File: config.mk
export PLATFORM = sky130hd
export DESIGN_NAME = vga_scanout_engine_flat
export DESIGN_NICKNAME = d
export VERILOG_FILES = /design/src/rtl/vga_scanout_engine_if.sv /design/src/rtl/vga_scanout_engine.sv /design/src/flat_wrapper.sv
export SDC_FILE = /design/constraint.sdc
export NUM_CORES = 1
export LEC_CHECK = 0
export BUFFER_PORTS_ARGS = -buffer_cell sky130_fd_sc_hd__buf_4
export CAP_MARGIN = 20
export CORE_UTILIZATION = 35
export DETAILED_ROUTE_END_ITERATION = 7
export PLACE_DENSITY = 0.63
export RECOVER_POWER = 100
export SLEW_MARGIN = 20
export SYNTH_ARGS = -nofsm -noshare
export SYNTH_HDL_FRONTEND = slang
export SYNTH_SLANG_ARGS = --single-unit
File: constraint.sdc
create_clock -name VGA_CLK -period 1.6 [get_ports VGA_CLK]
set_input_delay 0.08 -clock VGA_CLK [delete_from_list [all_inputs] [get_ports VGA_CLK]]
set_output_delay 0.08 -clock VGA_CLK [all_outputs]
set_load 0.01 [all_outputs]
File: src/rtl/vga_scanout_engine_if.sv
// Pixel-buffer read bus: the scan-out engine drives the address, the RAM read port returns data.
interface vga_scanout_engine_if #(
  parameter int ADDR_W = 15,
  parameter int PIX_W  = 4
);
  logic [ADDR_W-1:0] PB_ADDR;
  logic [PIX_W-1:0]  PB_DATA;

  modport master (output PB_ADDR, input PB_DATA);
  modport slave  (input PB_ADDR, output PB_DATA);
endinterface

File: src/rtl/vga_scanout_engine.sv
// Parametrised VGA timing generator with replicated low-res pixel-buffer scan-out.
// Define VGA_PALETTE_EN to add a 16-entry 12-bit palette lookup stage.
module vga_scanout_engine #(
  parameter int H_ACTIVE    = 640,
  parameter int H_FP        = 16,
  parameter int H_SYNC      = 96,
  parameter int H_BP        = 48,
  parameter int V_ACTIVE    = 480,
  parameter int V_FP        = 10,
  parameter int V_SYNC      = 2,
  parameter int V_BP        = 33,
  parameter int HS_POL      = 0,
  parameter int VS_POL      = 0,
  parameter int SCALE_SHIFT = 2,
  parameter int PIX_W       = 4,
  parameter int ADDR_W      = 15,
  parameter int RD_LAT      = 1
) (
  input  logic                 VGA_CLK,
  input  logic                 VGA_RST_N,
  vga_scanout_engine_if.master pb,
`ifdef VGA_PALETTE_EN
  input  logic                 PAL_WE,
  input  logic [3:0]           PAL_IDX,
  input  logic [11:0]          PAL_DATA,
`endif
  output logic [3:0]           VGA_R,
  output logic [3:0]           VGA_G,
  output logic [3:0]           VGA_B,
  output logic                 VGA_HS,
  output logic                 VGA_VS,
  output logic                 FRAME_START
);
  localparam int H_TOTAL   = H_ACTIVE + H_FP + H_SYNC + H_BP;
  localparam int V_TOTAL   = V_ACTIVE + V_FP + V_SYNC + V_BP;
  localparam int HW        = $clog2(H_TOTAL + 1);
  localparam int VW        = $clog2(V_TOTAL + 1);
  localparam int BUF_W     = H_ACTIVE >> SCALE_SHIFT;
  localparam int LAST_ADDR = BUF_W * (V_ACTIVE >> SCALE_SHIFT) - 1;
`ifdef VGA_PALETTE_EN
  localparam int D = RD_LAT + 2;
`else
  localparam int D = RD_LAT + 1;
`endif

  localparam logic [HW-1:0]     H_LAST     = HW'(H_TOTAL - 1);
  localparam logic [HW-1:0]     H_ACT_END  = HW'(H_ACTIVE);
  localparam logic [HW-1:0]     HS_START   = HW'(H_ACTIVE + H_FP);
  localparam logic [HW-1:0]     HS_END     = HW'(H_ACTIVE + H_FP + H_SYNC);
  localparam logic [VW-1:0]     V_LAST     = VW'(V_TOTAL - 1);
  localparam logic [VW-1:0]     V_ACT_END  = VW'(V_ACTIVE);
  localparam logic [VW-1:0]     V_ACT_LAST = VW'(V_ACTIVE - 1);
  localparam logic [VW-1:0]     VS_START   = VW'(V_ACTIVE + V_FP);
  localparam logic [VW-1:0]     VS_END     = VW'(V_ACTIVE + V_FP + V_SYNC);
  localparam logic [VW-1:0]     SCALE_MASK = VW'((1 << SCALE_SHIFT) - 1);
  localparam logic [ADDR_W-1:0] BUF_W_A    = ADDR_W'(BUF_W);
  localparam logic              HS_ACT     = 1'(HS_POL);
  localparam logic              VS_ACT     = 1'(VS_POL);

  if (LAST_ADDR > (2 ** ADDR_W) - 1) begin : g_addr_range
    $error("vga_scanout_engine: pixel buffer does not fit in ADDR_W address bits");
  end
  if (RD_LAT < 1 || RD_LAT > 3) begin : g_lat_range
    $error("vga_scanout_engine: RD_LAT must be 1..3");
  end

  typedef struct packed {
    logic fs;
    logic vs;
    logic hs;
    logic act;
  } pos_t;

  logic [HW-1:0]     h_cnt_q, h_cnt_d;
  logic [VW-1:0]     v_cnt_q, v_cnt_d;
  logic [ADDR_W-1:0] row_base_q, row_base_d;
  logic              line_end;
  pos_t              pos_c;
  pos_t              pipe_q [D];
  logic [11:0]       rgb_q;

  always_comb begin
    line_end   = (h_cnt_q == H_LAST);
    h_cnt_d    = line_end ? '0 : h_cnt_q + 1'b1;
    v_cnt_d    = v_cnt_q;
    row_base_d = row_base_q;
    if (line_end) begin
      v_cnt_d = (v_cnt_q == V_LAST) ? '0 : v_cnt_q + 1'b1;
      // Clearing after the last visible line keeps the idle address inside the buffer.
      if (v_cnt_q == V_ACT_LAST) begin
        row_base_d = '0;
      end else if (v_cnt_q < V_ACT_END && (v_cnt_q & SCALE_MASK) == SCALE_MASK) begin
        row_base_d = row_base_q + BUF_W_A;
      end
    end
  end

  always_ff @(posedge VGA_CLK) begin
    if (!VGA_RST_N) begin
      h_cnt_q    <= '0;
      v_cnt_q    <= '0;
      row_base_q <= '0;
    end else begin
      h_cnt_q    <= h_cnt_d;
      v_cnt_q    <= v_cnt_d;
      row_base_q <= row_base_d;
    end
  end

  always_comb begin
    pos_c.act = (h_cnt_q < H_ACT_END) && (v_cnt_q < V_ACT_END);
    pos_c.hs  = (h_cnt_q >= HS_START) && (h_cnt_q < HS_END);
    pos_c.vs  = (v_cnt_q >= VS_START) && (v_cnt_q < VS_END);
    pos_c.fs  = (h_cnt_q == '0) && (v_cnt_q == '0);
  end

  assign pb.PB_ADDR = pos_c.act ? row_base_q + ADDR_W'(h_cnt_q >> SCALE_SHIFT) : row_base_q;

  always_ff @(posedge VGA_CLK) begin
    if (!VGA_RST_N) begin
      for (int i = 0; i < D; i++) pipe_q[i] <= '0;
    end else begin
      pipe_q[0] <= pos_c;
      for (int i = 1; i < D; i++) pipe_q[i] <= pipe_q[i-1];
    end
  end

`ifdef VGA_PALETTE_EN
  logic [11:0] pal_q [16];
  logic [3:0]  pix_q;
  logic [PIX_W+3:0] pix_ext;

  assign pix_ext = {4'b0000, pb.PB_DATA};

  // Palette read uses the pre-write value, so a same-clock write takes effect next clock.
  always_ff @(posedge VGA_CLK) begin
    if (!VGA_RST_N) begin
      for (int i = 0; i < 16; i++) pal_q[i] <= {3{4'(i)}};
      pix_q <= '0;
      rgb_q <= '0;
    end else begin
      if (PAL_WE) pal_q[PAL_IDX] <= PAL_DATA;
      pix_q <= pix_ext[3:0];
      rgb_q <= pipe_q[RD_LAT].act ? pal_q[pix_q] : 12'h000;
    end
  end
`else
  function automatic logic [3:0] grey(input logic [PIX_W-1:0] p);
    logic [3:0] g;
    g = '0;
    for (int i = 0; i < 4; i++) g[3-i] = p[PIX_W-1-(i % PIX_W)];
    return g;
  endfunction

  always_ff @(posedge VGA_CLK) begin
    if (!VGA_RST_N) begin
      rgb_q <= '0;
    end else begin
      rgb_q <= pipe_q[RD_LAT-1].act ? {3{grey(pb.PB_DATA)}} : 12'h000;
    end
  end
`endif

  assign VGA_R       = rgb_q[11:8];
  assign VGA_G       = rgb_q[7:4];
  assign VGA_B       = rgb_q[3:0];
  assign VGA_HS      = pipe_q[D-1].hs ? HS_ACT : ~HS_ACT;
  assign VGA_VS      = pipe_q[D-1].vs ? VS_ACT : ~VS_ACT;
  assign FRAME_START = pipe_q[D-1].fs;
endmodule
File: src/flat_wrapper.sv
// flat-port wrapper written by rule: the top's interface ports become plain ports
module vga_scanout_engine_flat 
#(
  parameter int H_ACTIVE    = 640,
  parameter int H_FP        = 16,
  parameter int H_SYNC      = 96,
  parameter int H_BP        = 48,
  parameter int V_ACTIVE    = 480,
  parameter int V_FP        = 10,
  parameter int V_SYNC      = 2,
  parameter int V_BP        = 33,
  parameter int HS_POL      = 0,
  parameter int VS_POL      = 0,
  parameter int SCALE_SHIFT = 2,
  parameter int PIX_W       = 4,
  parameter int ADDR_W      = 15,
  parameter int RD_LAT      = 1
)
  (VGA_CLK, VGA_RST_N, VGA_R, VGA_G, VGA_B, VGA_HS, VGA_VS, FRAME_START, pb_PB_ADDR, pb_PB_DATA);
  vga_scanout_engine_if #(.ADDR_W(ADDR_W), .PIX_W(PIX_W)) pb_i ();
  input  logic VGA_CLK;
  input  logic VGA_RST_N;
  output logic [3:0] VGA_R;
  output logic [3:0] VGA_G;
  output logic [3:0] VGA_B;
  output logic VGA_HS;
  output logic VGA_VS;
  output logic FRAME_START;
  output wire logic [$bits(pb_i.PB_ADDR)-1:0] pb_PB_ADDR;
  input wire logic [$bits(pb_i.PB_DATA)-1:0] pb_PB_DATA;
  assign pb_PB_ADDR = pb_i.PB_ADDR;
  assign pb_i.PB_DATA = pb_PB_DATA;
  vga_scanout_engine #(.H_ACTIVE(H_ACTIVE), .H_FP(H_FP), .H_SYNC(H_SYNC), .H_BP(H_BP), .V_ACTIVE(V_ACTIVE), .V_FP(V_FP), .V_SYNC(V_SYNC), .V_BP(V_BP), .HS_POL(HS_POL), .VS_POL(VS_POL), .SCALE_SHIFT(SCALE_SHIFT), .PIX_W(PIX_W), .ADDR_W(ADDR_W), .RD_LAT(RD_LAT)) u_core (.VGA_CLK(VGA_CLK), .VGA_RST_N(VGA_RST_N), .pb(pb_i), .VGA_R(VGA_R), .VGA_G(VGA_G), .VGA_B(VGA_B), .VGA_HS(VGA_HS), .VGA_VS(VGA_VS), .FRAME_START(FRAME_START));
endmodule
==> results of run 1 <==
[power groups by stage]
stage                     Combinational [W]  Sequential (W)  Clock (W)
after floorplan                   0.0000630         0.00108          0
after global placement             0.000136         0.00108          0
after detailed placement           0.000136         0.00108          0
after CTS                          0.000138         0.00105   0.000893
after global routing               0.000151         0.00105   0.000940
final                              0.000139         0.00104   0.000878
[cells in the mapped netlist, drive strengths merged (4+ instances only)]
cell type / n / share of area, %
dfxtp: 41 / 34
nand2: 24 / 3.8
nor2: 21 / 3.4
a21oi: 15 / 3.1
buf: 15 / 4.9
xnor2: 14 / 5.1
and3: 13 / 3.4
nand3: 13 / 3.2
nand4: 13 / 4.3
or4: 11 / 3.5
ha: 9 / 4.7
o21ai: 9 / 1.9
clkbuf: 8 / 1.3
xor2: 8 / 2.9
inv: 7 / 1.1
nor3: 7 / 1.5
or3: 6 / 1.6
and2: 5 / 1.3
and4: 4 / 1.5
nand4b: 4 / 1.5
o31ai: 4 / 1.3
[layout make-up]
cell class	instances	area, sq um
clock buffer	5	68.8
clock inverter	3	46.3
fill	543	2740
inverter	7	26.3
multi-input combinational	211	1750
sequential	41	846
tap	77	96.3
timing repair buffer	115	882
[sequential cells by signal (all words and copies together) (netlist names)]
register,count
u_core.rgb_q,4
u_core.pipe_q,7
u_core.row_base_q,10
u_core.h_cnt_q,10
u_core.v_cnt_q,10
[cells by family after synthesis]
group | Yosys count | share of synthesized area [%]
AO/OA/AOI/OAI | 47 | 12.8
XOR/XNOR | 22 | 8.05
adder cells (fa/ha/maj) | 9 | 4.70
buffers and inverters | 30 | 7.27
flip-flops | 41 | 34.3
other | 1 | 0.157
AND/OR/NAND/NOR | 131 | 32.7
[path summary, 6_finish.rpt]
| path | end | slack (ps) | startpoint | cells past startpoint |
|---|---|---|---|---|
| max reg2reg | u_core.row_base_q[12] | -230 | u_core.v_cnt_q[9] | 6 |
| min reg2reg | u_core.pipe_q[0][5] | 450 | u_core.pipe_q[0][1] | 1 |
| max | pb_PB_ADDR[10] | -330 | u_core.row_base_q[6] | 6 |
| min | u_core.rgb_q[9] | 9 | pb_PB_DATA[1] | 2 |
[routing by layer]
metal  wire length [microns]  part of all wire [%]
met1                    3330                    43
met2                    3690                    48
met3                     466                   6.0
met4                     221                   2.9
met5                       0                     0
[stage by stage]
stage	util, %	instance area [sq um]	hold slack (ps)	power (W)	worst slack (ps)
global route	57.5	3710	8.55	0.00214	-391
detailed placement	47.6	3080	324	0.00121	-216
finish	57.5	3710	9.25	0.00206	-334
floorplan	-	2430	226	0.00114	-27.9
global placement	47.6	3080	324	0.00121	-158
CTS	54.2	3500	2.30	0.00208	-299
[repair_timing]
item                       4_1_cts  5_1_grt
setup endpoints to repair       32       33
resized for setup               50       58
cloned                           1        0
pin swaps                       27       36
setup buffers                   19       12
[placed cells by master, fill, tap and decap left out, drive strengths merged, types with 7 or more instances in the layout]
cell    Yosys  routed
a21oi      15      15
and3       13      13
buf        15      97
clkbuf      8      23
dfxtp      41      41
ha          9       9
inv         7       7
nand2      24      24
nand3      13      14
nand4      13      13
nor2       21      21
nor3        7       7
o21ai       9       9
or4        11      11
xnor2      14      14
xor2        8       8
==> flow_metrics.env, run 1 <==
export IMPL_status="finished, violations left"
export IMPL_violations="DRC, setup timing"
export IMPL_crit_chain="ha_4, a21o_1, a21o_4, o211ai_1, xnor2_1, buf_4"
export IMPL_synth_warnings=0
export IMPL_critPathArrivalTime_ps=1850
export IMPL_use_met1_pct=25.0
export IMPL_wire_per_inst_microns=16.8
export IMPL_drt_iter0_markers=158
export IMPL_layout_nets=396
export IMPL_grt_start_max_net_pins=17
export IMPL_syn_to_final_growth_pct=55.2
export IMPL_p_per_area_nw_per_um2=555
export IMPL_cts_buffer_depth=2
export IMPL_path_class="flop to output pin"
export IMPL_crit_family="compound AO/OA/AOI/OAI gates"
export IMPL_fin_crit_ps=1930
export IMPL_ios=36
export IMPL_numPortBuffers=35
export IMPL_busiest_layer="met2"
export IMPL_synthArstFlopShare_pct=0
export IMPL_crit_slowest_cell="dfxtp_2"
export IMPL_die_w_microns=84.7
export IMPL_dp_hpwl_mm=4.91
export IMPL_clkSinkCount=41
export IMPL_syn_area_sq_um=2390
export IMPL_postCtsHoldBufs=0
export IMPL_tns_ps=-4670
export IMPL_gp_congestion=0.825
export IMPL_grt_pass1_vias=2349
export IMPL_overflow=0
export IMPL_fmax_mhz=517
export IMPL_viasPerCell=5.55
export IMPL_drv_slew=0
export IMPL_fin_skew_ps=12.7
export IMPL_dp_cells=427
export IMPL_power_frac_clock_pct=42.6
export IMPL_track_usage_pct=20.1
export IMPL_synth_seq_cells=41
export IMPL_synth_area_per_cell_sq_um=8.52
export IMPL_ir_drop_mv=0.388
export IMPL_p_switching_w=0.000492
export IMPL_met2_usage_pct=34.1
export IMPL_final_hold_viol_count=0
export IMPL_insertion_delay_ps=310
export IMPL_core_area_sq_um=6460
export IMPL_remaining_drc_errors=4
export IMPL_n_antenna_cell=0
export IMPL_switching_share_pct=23.9
export IMPL_max_stage_delay_ps=350
export IMPL_fin_ws_ps=-334
export IMPL_critPathLaunchType="flop"
export IMPL_maxCapViolCount=0
export IMPL_p_int_w=0.00157
export IMPL_ant_nets=0
export IMPL_antenna_found_initial=0
export IMPL_fp_row_count=29
export IMPL_setup_viol=32
export IMPL_synth_cell_types=50
export IMPL_final_cells=459
export IMPL_relSlewSlack_pct=60.8
export IMPL_htree_levels=2
export IMPL_required_ps=1520
export IMPL_numCtsBuffers=5
export IMPL_post_route_period_util_pct=121
export IMPL_drtPass1Iterations=7
export IMPL_grt_pass1_wl_mm=11.3
export IMPL_grt_util_met3_pct=4.03
export IMPL_ys_seq_area_share_pct=34.3
export IMPL_design_die_area_sq_um=7170
export IMPL_path_clk_slew_ps=90
export IMPL_crit_buf_inv=1
export IMPL_combinationalPowerShare_pct=6.8
export IMPL_worstMarginPinSlew_ps=584
export IMPL_ys_flop_type="dfxtp_1"
export IMPL_wirelength_mm=7.70
export IMPL_hold_class="input port to flop"
export IMPL_rsz0062_at_grt="true"
export IMPL_pwr_share_seq_pct=50.6
export IMPL_dr_total_vias=2548
export IMPL_die_y_microns=84.7
export IMPL_synth_nets=296
export IMPL_start_util_pct=37.1
export IMPL_cts_tree="done"
export IMPL_cp_max_fo=7
export IMPL_drive_above_1_share_pct=47.1
export IMPL_clock_root_buffer="clkbuf_8"
export IMPL_end_kind="output pin"
export IMPL_syn_inst=281
export IMPL_synth_edf_count=0
export IMPL_static_leakage_power_nw=1.45
Note: power is estimated with default switching activity, not from simulation.
==> run 2, diff against run 1 <==
--- a/config.mk
+++ b/config.mk
@@ -9,6 +9,7 @@
 export CAP_MARGIN = 20
 export CORE_UTILIZATION = 35
 export DETAILED_ROUTE_END_ITERATION = 7
+export GPL_TIMING_DRIVEN = 0
 export PLACE_DENSITY = 0.63
 export RECOVER_POWER = 100
 export SLEW_MARGIN = 20
==> flow_metrics.env, run 2 (synthesized netlist as in run 1, its figures left out) <==
export IMPL_layout_nets=387
export IMPL_core_area_sq_um=6460
export IMPL_syn_to_final_growth_pct=55.0
export IMPL_maxCapViolCount=0
export IMPL_fin_ws_ps=-294
export IMPL_start_util_pct=37.1
export IMPL_design_die_area_sq_um=7170
export IMPL_dp_hpwl_mm=4.31
export IMPL_required_ps=1520
export IMPL_die_w_microns=84.7
export IMPL_dr_total_vias=2545
export IMPL_grt_pass1_vias=2293
export IMPL_grt_pass1_wl_mm=11.5
export IMPL_cts_buffer_depth=2
export IMPL_path_clk_slew_ps=80
export IMPL_drv_slew=0
export IMPL_fin_skew_ps=10.7
export IMPL_cts_tree="done"
export IMPL_fin_crit_ps=1890
export IMPL_worstMarginPinSlew_ps=584
export IMPL_numPortBuffers=35
export IMPL_dp_cells=393
export IMPL_p_per_area_nw_per_um2=507
export IMPL_drive_above_1_share_pct=47.3
export IMPL_tns_ps=-3920
export IMPL_fp_row_count=29
export IMPL_htree_levels=2
export IMPL_final_cell_mix="buf_4, buf_6, dfxtp_1, nand2_1, nor2_1"
export IMPL_critPathLaunchType="flop"
export IMPL_hold_class="input port to flop"
export IMPL_overflow=0
export IMPL_dpl_cell_area_sq_um=2790
export IMPL_end_kind="output pin"
export IMPL_ir_drop_mv=0.250
export IMPL_numCtsBuffers=5
export IMPL_remaining_drc_errors=0
export IMPL_relSlewSlack_pct=61.1
export IMPL_cp_max_fo=6
export IMPL_final_common_cell="buf_4"
export IMPL_critPathArrivalTime_ps=1810
export IMPL_drt_iter0_markers=123
export IMPL_ios=36
export IMPL_track_usage_pct=20.0
export IMPL_n_antenna_cell=0
export IMPL_post_route_period_util_pct=118
export IMPL_setup_viol=30
export IMPL_reg_top3="u_core.h_cnt_q: 10 flops, u_core.row_base_q: 10 flops, u_core.v_cnt_q: 10 flops"
export IMPL_static_leakage_power_nw=1.37
export IMPL_clkSinkCount=41
export IMPL_wirelength_mm=7.71
export IMPL_grt_start_max_net_pins=12
export IMPL_antenna_found_initial=0
export IMPL_fin_area_sq_um=3710
export IMPL_die_y_microns=84.7
export IMPL_clock_root_buffer="clkbuf_8"
export IMPL_fin_hold_ws_ps=32.7
export IMPL_num_fill_cells=565
export IMPL_path_class="flop to output pin"
export IMPL_fmax_mhz=528
export IMPL_ant_nets=0
export IMPL_rsz0062_at_grt="true"
export IMPL_final_cells=449
export IMPL_final_hold_viol_count=0
export IMPL_violations="setup timing"
export IMPL_status="finished, violations left"
export IMPL_wire_per_inst_microns=17.2
export IMPL_insertion_delay_ps=300
export IMPL_gp_congestion=0.789
export IMPL_drtPass1Iterations=6
export IMPL_postCtsHoldBufs=0
export IMPL_viasPerCell=5.67
==> run 2: cell count changes in the layout (fill, tap and decap cells not counted), moves of 3 or more <==
cell | before | now
buf_4 | 77 | 58
dfxtp_1 | 27 | 22
buf_6 | 20 | 25
dfxtp_4 | 3 | 12
clkbuf_1 | 16 | 13
clkbuf_4 | 0 | 8
dfxtp_2 | 11 | 7
==> run 2: path summary, 6_finish.rpt <==
path                             start               endpoint  slack [ps]  cells past startpoint
hold reg to reg    u_core.pipe_q[0][1]    u_core.pipe_q[0][5]         440                      1
setup / recovery  u_core.row_base_q[6]         pb_PB_ADDR[10]        -290                      6
setup reg to reg     u_core.h_cnt_q[4]  u_core.row_base_q[12]        -120                      6
hold / removal           pb_PB_DATA[1]        u_core.rgb_q[9]          30                      2
==> run 2: report_power, final <==
part | switching, W | internal (W)
registers | 0.0000168 | 0.00102
logic | 0.0000703 | 0.0000759
clock network | 0.000353 | 0.000343
total | 0.000440 | 0.00144
==> run 2: area by class of cell <==
cell class	count	area [sq um]	share of cell area, %
buffer	19	164	4.42
clock buffer	7	86.3	2.33
inverter	7	26.3	0.708
multi-input combinational	212	1780	47.9
sequential	41	875	23.6
tap	77	96.3	2.60
timing repair buffer	86	687	18.5
==> run 2: timing repair <==
item | 4_1_cts | 5_1_grt
gates resized for setup | 66 | 62
pin swaps | 28 | 34
setup endpoints to repair | 39 | 41
buffers inserted | 33 | 20
cloned | 3 | 0
==> run 2: metrics by stage <==
step           worst slack [ps]  power [W]  utilization (%)
6_report                   -294    0.00188             57.4
4_1_cts                    -294    0.00189             52.2
5_1_grt                    -372    0.00196             57.4
3_3_place_gp               -353    0.00120             43.2
2_1_floorplan             -27.9    0.00114                -
3_5_place_dp               -310    0.00120             43.2
==> run 2: worst max-delay path, stage by stage, from the launching register on <==
cell and delay [ps]:
dfxtp_4 360, ha_4 230, a21o_1 170, a21o_4 230, o211ai_1 220, xnor2_1 160, buf_4 150
==> run 2: metal layers <==
layer | GRT usage, % | up-vias | share of wire, %
li1 | - | 1205 | -
met1 | 26.9 | 1201 | 42
met2 | 32.2 | 119 | 49
met3 | 3.93 | 20 | 6.6
met4 | 6.63 | 0 | 2.4
met5 | 0 | - | 0
==> run 3, diff against run 2 <==
--- a/config.mk
+++ b/config.mk
@@ -7,10 +7,10 @@
 export LEC_CHECK = 0
 export BUFFER_PORTS_ARGS = -buffer_cell sky130_fd_sc_hd__buf_4
 export CAP_MARGIN = 20
-export CORE_UTILIZATION = 35
+export CORE_UTILIZATION = 51
 export DETAILED_ROUTE_END_ITERATION = 7
 export GPL_TIMING_DRIVEN = 0
-export PLACE_DENSITY = 0.63
+export PLACE_DENSITY = 0.83
 export RECOVER_POWER = 100
 export SLEW_MARGIN = 20
 export SYNTH_ARGS = -nofsm -noshare
==> flow_metrics.env, run 3 (synthesized netlist as in run 1, its figures left out) <==
export IMPL_r2r_slack_ps=-250
export IMPL_combinationalPowerShare_pct=7.3
export IMPL_violations="DRC, setup timing"
export IMPL_rr_startpoint="u_core.h_cnt_q[8]"
export IMPL_track_usage_pct=29.9
export IMPL_overflow=0
export IMPL_design_die_area_sq_um=4970
export IMPL_switching_share_pct=23.7
export IMPL_crit_start="u_core.row_base_q[6]"
export IMPL_grt_start_max_net_pins=12
export IMPL_setup_viol=32
export IMPL_postCtsHoldBufs=0
export IMPL_insertion_delay_ps=300
export IMPL_fin_hold_ws_ps=16.4
export IMPL_drtPass1Iterations=8
export IMPL_crit_path_end="pb_PB_ADDR[11]"
export IMPL_reg_top3="u_core.h_cnt_q: 10 flops, u_core.row_base_q: 10 flops, u_core.v_cnt_q: 10 flops"
export IMPL_dp_worst_setup_slack_ps=-324
export IMPL_final_cells=416
export IMPL_final_common_cell="buf_4"
export IMPL_relSlewSlack_pct=48.8
export IMPL_dp_hpwl_mm=3.90
export IMPL_path_clk_slew_ps=80
export IMPL_core_area_sq_um=4440
export IMPL_layout_nets=379
export IMPL_cts_buffer_depth=2
export IMPL_die_y_microns=70.5
export IMPL_die_w_microns=70.5
export IMPL_fmax_mhz=506
export IMPL_cts_tree="done"
export IMPL_hold_class="input port to flop"
export IMPL_end_kind="output pin"
export IMPL_maxCapViolCount=0
export IMPL_dr_total_vias=2657
export IMPL_gp_congestion=0.892
export IMPL_drv_slew=0
export IMPL_htree_levels=2
export IMPL_ios=36
export IMPL_worstMarginPinSlew_ps=762
export IMPL_fin_crit_ps=1970
export IMPL_n_antenna_cell=0
export IMPL_drt_iter0_markers=293
export IMPL_path_class="flop to output pin"
export IMPL_wirelength_mm=8.31
export IMPL_dp_cells=368
export IMPL_drive_above_1_share_pct=44.8
export IMPL_clock_root_buffer="clkbuf_8"
export IMPL_status="finished, violations left"
export IMPL_numPortBuffers=35
export IMPL_r2r_cells=9
export IMPL_required_ps=1520
export IMPL_grt_pass1_wl_mm=11.6
export IMPL_final_hold_viol_count=0
export IMPL_clkSinkCount=41
export IMPL_p_per_area_nw_per_um2=527
export IMPL_ir_drop_mv=0.449
export IMPL_rr_endpoint="u_core.v_cnt_q[4]"
export IMPL_critPathLaunchType="flop"
export IMPL_antenna_found_initial=1
export IMPL_numCtsBuffers=5
export IMPL_fin_skew_ps=5.70
export IMPL_critPathArrivalTime_ps=1890
export IMPL_grt_pass1_vias=2338
export IMPL_final_cell_mix="buf_4, nand2_1, buf_6, dfxtp_1, nor2_1"
export IMPL_fp_row_count=24
export IMPL_start_util_pct=53.9
export IMPL_cp_max_fo=6
export IMPL_rsz0062_at_grt="true"
export IMPL_fin_ws_ps=-375
export IMPL_p_int_w=0.00143
export IMPL_wire_per_inst_microns=20.0
export IMPL_power_frac_clock_pct=37.2
export IMPL_p_switching_w=0.000445
export IMPL_static_leakage_power_nw=1.32
export IMPL_syn_to_final_growth_pct=48.8
export IMPL_post_route_period_util_pct=123
export IMPL_ant_nets=0
export IMPL_remaining_drc_errors=10
export IMPL_viasPerCell=6.39
export IMPL_pwr_share_seq_pct=55.5
run 3: changes by cell type in the layout (fill, tap and decap cells not counted), sizes merged:
cell / previous run / this run
buf: 84 / 76
run 3: layer usage:
metal / track usage [%] / vias to the layer above / share of wire (%)
met5: 0 / - / 0
met1: 36.6 / 1236 / 39
met3: 7.22 / 35 / 11
li1: - / 1188 / -
met2: 50.4 / 198 / 48
met4: 12.5 / 0 / 3.2
run 3: cell type report:
type                            instances  area, sq um
Clock buffer                            7         86.3
Buffer                                 19          154
Timing Repair Buffer                   78          622
Fill cell                             273          882
Sequential cell                        41          876
Inverter                                7         26.3
Multi-Input combinational cell        212         1730
Tap cell                               52         65.1
run 3: repair_timing:
action / 4_1_cts / 5_1_grt
setup buffers: 35 / 9
resized for setup: 59 / 52
endpoints found under the setup margin: 39 / 40
pin swaps: 28 / 26
cloned: 2 / 0
run 3: worst min path at each step:
stage                             start               endpoint  slack, ps  cells past startpoint
after floorplan               VGA_RST_N  u_core.row_base_q[14]        230                      2
after global routing      pb_PB_DATA[3]        u_core.rgb_q[7]         10                      2
after global placement    pb_PB_DATA[2]       u_core.rgb_q[10]        320                      2
final                     pb_PB_DATA[3]        u_core.rgb_q[7]         20                      2
after CTS                 pb_PB_DATA[3]        u_core.rgb_q[7]         20                      2
after detailed placement  pb_PB_DATA[3]        u_core.rgb_q[7]        320                      2
run 3: worst max-delay path, cell delays in order (launching register included):
cell and delay (ps):
dfxtp_4 360, ha_4 240, a21o_1 180, a21o_4 240, buf_4 150, nand4_1 130, xnor2_1 150, buf_4 150
run 3: per-stage QoR:
stage                     utilization, %  area, sq um  power [W]  TNS [ps]
final                               80.2         3560    0.00188     -4880
after global routing                80.2         3560    0.00193     -6380
after CTS                           75.1         3340    0.00187     -2620
after detailed placement            62.1         2760    0.00120     -7410
after global placement              62.1         2760    0.00120     -6790
after floorplan                        -         2430    0.00114     -68.8
run 3: power groups by stage:
stage | Combinational (W) | Clock (W) | Sequential (W)
5_1_grt | 0.000149 | 0.000740 | 0.00104
2_1_floorplan | 0.0000630 | 0 | 0.00108
3_3_place_gp | 0.000116 | 0 | 0.00108
6_report | 0.000137 | 0.000699 | 0.00104
3_5_place_dp | 0.000119 | 0 | 0.00108
4_1_cts | 0.000131 | 0.000699 | 0.00104
